===== src/rtl/base_mux_pkg.sv =====
// Shared constants for the 2:1 base mux and its registered 1-to-2 demux counterpart.
// The select encoding must stay identical between the mux and the demux.
package base_mux_pkg;

  localparam int DATA_W = 32;

  localparam logic SEL_A = 1'b0;
  localparam logic SEL_B = 1'b1;

  typedef enum logic {
    SLOT_EMPTY = 1'b0,
    SLOT_FULL  = 1'b1
  } slot_state_e;

endpackage


===== src/rtl/base_demux_reg_if.sv =====
// Stream bundle of base_demux_reg: one input stream, two output streams, beat counters.
// slave = the demux itself, master = whatever drives the input and sinks the outputs.
interface base_demux_reg_if #(
  parameter int WIDTH = base_mux_pkg::DATA_W,
  parameter int CNT_W = 16
);

  logic [WIDTH-1:0] in_data;
  logic             in_sel;
  logic             in_valid;
  logic             in_ready;
  logic [WIDTH-1:0] a_data;
  logic             a_valid;
  logic             a_ready;
  logic [WIDTH-1:0] b_data;
  logic             b_valid;
  logic             b_ready;
  logic [CNT_W-1:0] a_count;
  logic [CNT_W-1:0] b_count;

  modport slave (
    input  in_data, in_sel, in_valid, a_ready, b_ready,
    output in_ready, a_data, a_valid, b_data, b_valid, a_count, b_count
  );

  modport master (
    output in_data, in_sel, in_valid, a_ready, b_ready,
    input  in_ready, a_data, a_valid, b_data, b_valid, a_count, b_count
  );

endinterface


===== src/rtl/base_demux_slot.sv =====
// One-entry valid/ready holding register: loads a beat, holds it until the sink takes it.
// A load on the same edge as a drain replaces the held beat, giving 1 beat/cycle.
module base_demux_slot
  import base_mux_pkg::*;
#(
  parameter int WIDTH = DATA_W
) (
  input  logic             clk,
  input  logic             rst_n,
  input  logic             i_load,
  input  logic [WIDTH-1:0] i_data,
  input  logic             i_ready,
  output logic             o_valid,
  output logic [WIDTH-1:0] o_data,
  output logic             o_drain,
  output logic             o_can_load
);

  slot_state_e      r_state;
  logic [WIDTH-1:0] r_data;

  assign o_valid    = (r_state == SLOT_FULL);
  assign o_data     = r_data;
  assign o_drain    = o_valid & i_ready;
  assign o_can_load = ~o_valid | i_ready;

  always_ff @(posedge clk) begin
    if (!rst_n) begin
      r_state <= SLOT_EMPTY;
      r_data  <= '0;
    end else if (i_load) begin
      r_state <= SLOT_FULL;
      r_data  <= i_data;
    end else if (o_drain) begin
      r_state <= SLOT_EMPTY;
    end
  end

endmodule


===== src/rtl/base_demux_reg.sv =====
// Registered 1-to-2 demux: steers each input beat to slot A (sel=0) or B (sel=1).
// Optional feature macro BASE_DEMUX_CNT_EN adds per-output delivered-beat counters.
module base_demux_reg
  import base_mux_pkg::*;
#(
  parameter int WIDTH = DATA_W,
  parameter int CNT_W = 16
) (
  input  logic             clk,
  input  logic             rst_n,
  base_demux_reg_if.slave  bus
);

  // Index 0 is slot A, index 1 is slot B, matching the select encoding.
  logic             w_load     [2];
  logic             w_ready    [2];
  logic             w_valid    [2];
  logic [WIDTH-1:0] w_data     [2];
  logic             w_drain    [2];
  logic             w_can_load [2];
  logic             w_accept;

  assign w_ready[0] = bus.a_ready;
  assign w_ready[1] = bus.b_ready;

  // in_ready only looks at the addressed slot, so a stalled sink never blocks the other.
  assign bus.in_ready = rst_n & ((bus.in_sel == SEL_A) ? w_can_load[0] : w_can_load[1]);
  assign w_accept     = bus.in_valid & bus.in_ready;

  generate
    for (genvar gi = 0; gi < 2; gi++) begin : g_slot
      assign w_load[gi] = w_accept & (bus.in_sel == ((gi == 0) ? SEL_A : SEL_B));

      base_demux_slot #(.WIDTH(WIDTH)) u_slot (
        .clk        (clk),
        .rst_n      (rst_n),
        .i_load     (w_load[gi]),
        .i_data     (bus.in_data),
        .i_ready    (w_ready[gi]),
        .o_valid    (w_valid[gi]),
        .o_data     (w_data[gi]),
        .o_drain    (w_drain[gi]),
        .o_can_load (w_can_load[gi])
      );
    end
  endgenerate

  assign bus.a_valid = w_valid[0];
  assign bus.a_data  = w_data[0];
  assign bus.b_valid = w_valid[1];
  assign bus.b_data  = w_data[1];

`ifdef BASE_DEMUX_CNT_EN
  logic [CNT_W-1:0] r_count [2];

  generate
    for (genvar gi = 0; gi < 2; gi++) begin : g_cnt
      always_ff @(posedge clk) begin
        if (!rst_n) begin
          r_count[gi] <= '0;
        end else if (w_drain[gi]) begin
          r_count[gi] <= r_count[gi] + 1'b1;
        end
      end
    end
  endgenerate

  assign bus.a_count = r_count[0];
  assign bus.b_count = r_count[1];
`else
  logic w_unused_drain;
  assign w_unused_drain = w_drain[0] & w_drain[1];
  assign bus.a_count    = '0;
  assign bus.b_count    = '0;
`endif

endmodule


===== src/flat_wrapper.sv =====
// flat-port wrapper written by rule: the top's interface ports become plain ports
module base_demux_reg_flat import base_mux_pkg::*;
#(
  parameter int WIDTH = DATA_W,
  parameter int CNT_W = 16
)
  (clk, rst_n, bus_in_data, bus_in_sel, bus_in_valid, bus_a_ready, bus_b_ready, bus_in_ready, bus_a_data, bus_a_valid, bus_b_data, bus_b_valid, bus_a_count, bus_b_count);
  base_demux_reg_if #(.WIDTH(WIDTH), .CNT_W(CNT_W)) bus_i ();
  input  logic clk;
  input  logic rst_n;
  input wire logic [$bits(bus_i.in_data)-1:0] bus_in_data;
  input wire logic [$bits(bus_i.in_sel)-1:0] bus_in_sel;
  input wire logic [$bits(bus_i.in_valid)-1:0] bus_in_valid;
  input wire logic [$bits(bus_i.a_ready)-1:0] bus_a_ready;
  input wire logic [$bits(bus_i.b_ready)-1:0] bus_b_ready;
  output wire logic [$bits(bus_i.in_ready)-1:0] bus_in_ready;
  output wire logic [$bits(bus_i.a_data)-1:0] bus_a_data;
  output wire logic [$bits(bus_i.a_valid)-1:0] bus_a_valid;
  output wire logic [$bits(bus_i.b_data)-1:0] bus_b_data;
  output wire logic [$bits(bus_i.b_valid)-1:0] bus_b_valid;
  output wire logic [$bits(bus_i.a_count)-1:0] bus_a_count;
  output wire logic [$bits(bus_i.b_count)-1:0] bus_b_count;
  assign bus_i.in_data = bus_in_data;
  assign bus_i.in_sel = bus_in_sel;
  assign bus_i.in_valid = bus_in_valid;
  assign bus_i.a_ready = bus_a_ready;
  assign bus_i.b_ready = bus_b_ready;
  assign bus_in_ready = bus_i.in_ready;
  assign bus_a_data = bus_i.a_data;
  assign bus_a_valid = bus_i.a_valid;
  assign bus_b_data = bus_i.b_data;
  assign bus_b_valid = bus_i.b_valid;
  assign bus_a_count = bus_i.a_count;
  assign bus_b_count = bus_i.b_count;
  base_demux_reg #(.WIDTH(WIDTH), .CNT_W(CNT_W)) u_core (.clk(clk), .rst_n(rst_n), .bus(bus_i));
endmodule

===== config.mk =====
export PLATFORM = sky130hd
export DESIGN_NAME = base_demux_reg_flat
export DESIGN_NICKNAME = d
export VERILOG_FILES = /design/src/rtl/base_mux_pkg.sv /design/src/rtl/base_demux_reg_if.sv /design/src/rtl/base_demux_slot.sv /design/src/rtl/base_demux_reg.sv /design/src/flat_wrapper.sv
export SDC_FILE = /design/constraint.sdc
export NUM_CORES = 1
export LEC_CHECK = 0
export CAP_MARGIN = 20
export CELL_PAD_IN_SITES_DETAIL_PLACEMENT = 0
export CELL_PAD_IN_SITES_GLOBAL_PLACEMENT = 2
export CORE_MARGIN = 10
export CORE_UTILIZATION = 21
export CTS_BUF_LIST = sky130_fd_sc_hd__clkbuf_4
export DETAILED_ROUTE_END_ITERATION = 8
export GPL_TIMING_DRIVEN = 0
export PLACE_DENSITY_LB_ADDON = 0.1
export REMOVE_ABC_BUFFERS = 1
export SLEW_MARGIN = 40
export SYNTH_ARGS = -nofsm -noshare
export SYNTH_HDL_FRONTEND = slang
export SYNTH_SLANG_ARGS = --single-unit

===== constraint.sdc =====
create_clock -name clk -period 1.2 [get_ports clk]
set_input_delay 0.24 -clock clk [delete_from_list [all_inputs] [get_ports clk]]
set_output_delay 0.24 -clock clk [all_outputs]
set_load 0.02 [all_outputs]

==> impl_metrics.csv <==
group,metric,value,unit
routing,first_pass_iters,4,
synth,synth_xor_area_share,0,%
worst_setup_path,slowest_delay,0.33,ns
die,core_area,13400,sq um
pwr,total_power,4.69,mW
global_routing,grt_max_degree,37,
worst_setup_path,cp_max_fo,2,
synth,yosysWarnings,0,
synth,synth.mux.area_fraction,11.0,%
clock_network,cts_tree,"done",
worst_setup_path,startpoint_type,"register",
die,start_util,21.7,%
status,status,"finished, violations left",
final_layout,utilization,33.5,%
worst_setup_path,r2r-start,"u_core.g_slot[0].u_slot.o_valid$_SDFFE_PN0P_",
hold_path,hold-path-cell-count,3,
die,io_pins,137,
sta,fin_ws,-0.388,ns
sta,period_needed,1.59,ns
sta,rsz0062_at_grt,"true",
pwr,ir_worst_vdd,463,uV
worst_setup_path,r2r_slack,-0.18,ns
worst_setup_path,arrival,1.35,ns
pwr,internal-power,3.25,mW
worst_setup_path,r2r-end,"u_core.g_slot[0].u_slot.o_data[22]$_SDFFE_PN0P_",
synth,syn_inst,325,
routing,vias,2434,
sta,fmax,630,MHz
clock_network,clk_latency,0.43,ns
clock_network,clk_pin_slew_worst_paths,0.11,ns
die,die_y,138,um
pwr,p_seq_share,51.3,%
synth,ys_seq_area_share,45.5,%
die,rows,42,
final_layout,antenna_cells,0,
global_routing,antenna_found_initial,0,
routing,wire_per_inst,15.9,um
synth,synth.distinct_cells,20,
global_routing,grt_pass1_wl,14800,um
final_layout,area_growth,54.6,%
final_layout,layout-drive-gt1-share,45.6,%
pwr,power_frac_comb,22.4,%
placed_design,dpl.hpwl,6360,um
global_routing,grt-ovfl-total,0,
clock_network,cts_buffers,9,
hold_path,min_from,"rst_n",
pwr,switching_share,30.7,%
sta,finalSetupViolCount,34,
routing,viasPerCell,3.88,
sta,report.final.slew_viol_count,0,
worst_setup_path,reg2reg_depth,7,
clock_network,cts-hold-fix-buffers,0,
worst_setup_path,crit_chain,"nor2b_4 -> or2_1 -> a21boi_1 -> buf_4",
synth,synth_fa_ha_area_share,0,%
clock_network,root_buffer,"clkbuf_4",
synth,synth_simple_gate_area_share,15.9,%
worst_setup_path,critPathSlowestCell,"dfxtp_2",
synth,ys_ff_latch,66,
global_routing,first_global_vias,2487,
pwr,power_leakage,2.00,nW
job,max_cap_violations,0,
synth,synth_top_family_by_area,"buffers and inverters",
placed_design,place_congestion,0.665,
worst_setup_path,path_class,"register to primary output",
pwr,p_sw,1.44,mW
final_layout,fillCellCount,1432,
worst_setup_path,setup.worst_path.end_class,"primary output",
global_routing,track_usage,10.5,%
routing,remaining_drc_errors,0,
clock_network,cts.sinks,66,
routing,wirelength,9980,um
synth,synth_compound_area_share,10.2,%
pwr,powerDensity,1040,nW/um^2
sta,post-route-period-util,132,%
final_layout,nets,488,
hold_path,min_path_type,"input port to register",
pwr,power.clock.fraction,26.3,%
die,dieArea,18900,sq um
hold_path,hold_path_end,"u_core.g_slot[0].u_slot.o_data[12]$_SDFFE_PN0P_",
placed_design,dp_slack,-1.25,ns
worst_setup_path,critPathRequiredTime,0.96,ns
synth,synth_area,2900,sq um
clock_network,cts_max_level,3,
sta,hold_viol,0,
synth,syn_area_per_cell,8.93,sq um
status,failed_checks,"setup timing",
placed_design,port_buffers,104,
clock_network,cts_buffer_depth,2,
routing,ant_nets,0,
routing,detail_route.iter0.violations,102,
die,die_w,138,um
sta,skew,0.00989,ns
==> metrics by stage <==
step / area [sq um] / cells / TNS (ns) / hold slack [ns]
after floorplan: 2640 / 302 / -48.97 / 0.358
after global placement: 3900 / 582 / -280.36 / 0.438
after detailed placement: 4000 / 588 / -64.57 / 0.448
after CTS: 4440 / 625 / -5.49 / 0.115
after global routing: 4490 / 628 / -7.76 / 0.146
final: 4490 / 628 / -4.97 / 0.148
==> area by class of cell <==
type | count | area (sq um) | area share [%]
Clock buffer | 11 | 82.6 | 1.84
Timing Repair Buffer | 135 | 1420 | 31.6
Multi-Input combinational cell | 206 | 1240 | 27.6
Inverter | 32 | 120 | 2.68
Clock inverter | 2 | 7.51 | 0.167
Sequential cell | 66 | 1400 | 31.2
Tap cell | 176 | 220 | 4.91
==> power groups by stage <==
stage               combinational (mW)  sequential (mW)  clock, mW
global route                      1.13             2.42       1.40
CTS                               1.06             2.41       1.33
finish                            1.05             2.40       1.23
detailed placement               0.973             2.42          0
floorplan                        0.299             2.57          0
global placement                 0.950             2.42          0
==> flip-flops by register name (all words and copies together) (netlist names) <==
name	count
u_core.g_slot.u_slot.o_valid	2
u_core.g_slot.u_slot.o_data	64
==> cell usage in the layout, fill, tap and decap left out, types with 6 or more instances in the layout <==
cell type        instances
buf_12                   7
buf_4                   43
buf_6                   44
clkbuf_4                11
clkdlybuf4s50_1         34
conb_1                  32
dfxtp_1                  6
dfxtp_2                 59
inv_1                   32
mux2i_1                 32
nand2_1                 67
nand3_1                 32
o21ai_2                 30
==> critical path, delay by kind of cell (launching register included) <==
family,cells,cell delay (ns)
flip-flops,1,0.33
AO/OA/AOI/OAI,1,0.12
AND/OR/NAND/NOR,2,0.32
buffers and inverters,1,0.16
==> cells in the mapped netlist <==
library cell / instances / share of area [%]
a21boi_1: 2 / 0.52
dfxtp_1: 66 / 46
o21ai_2: 30 / 9.1
buf_4: 32 / 8.3
mux2i_1: 32 / 11
nand3_1: 32 / 5.5
buf_6: 6 / 2.3
nor2b_1: 1 / 0.22
inv_1: 32 / 4.1
and2_4: 1 / 0.30
and3_1: 1 / 0.22
nand2_1: 67 / 8.7
conb_1: 1 / 0.13
or2_1: 1 / 0.22
o21ai_1: 2 / 0.34
clkbuf_1: 6 / 0.78
nand2b_1: 1 / 0.22
nor3_4: 1 / 0.56
buf_2: 10 / 1.7
o21a_1: 1 / 0.26
==> routing by layer <==
metal	GRT usage [%]	vias to the layer above	wire (um)
met5	0	-	0
li1	-	1226	-
met2	15.3	80	4480
met1	13.3	1119	4470
met4	4.39	0	144
met3	4.19	9	887
==> logic make-up (layout without fill, tap and decap cells) <==
kind of cell | count (synthesis) | after routing
muxes | 32 | 32
other | 1 | 32
DFF | 66 | 66
AOI/OAI and AO/OA | 35 | 35
and+or+nand+nor | 105 | 107
buffers and inverters | 86 | 180
==> timing repair <==
action / CTS / global route
cloned: 2 / 0
buffers inserted: 22 / 3
pin swaps: 4 / 0
resized for setup: 443 / 11
setup endpoints to repair: 129 / 72
==> worst max-delay path by stage <==
stage	startpoint	to
2_1_floorplan	u_core.g_slot[0].u_slot.o_valid$_SDFFE_PN0P_	u_core.g_slot[0].u_slot.o_data[0]$_SDFFE_PN0P_
3_3_place_gp	rst_n	u_core.g_slot[0].u_slot.o_data[12]$_SDFFE_PN0P_
3_5_place_dp	rst_n	u_core.g_slot[1].u_slot.o_data[0]$_SDFFE_PN0P_
4_1_cts	u_core.g_slot[0].u_slot.o_valid$_SDFFE_PN0P_	bus_in_ready
5_1_grt	u_core.g_slot[0].u_slot.o_valid$_SDFFE_PN0P_	bus_in_ready
6_report	u_core.g_slot[0].u_slot.o_valid$_SDFFE_PN0P_	bus_in_ready
(Power assumes the default switching activity.)
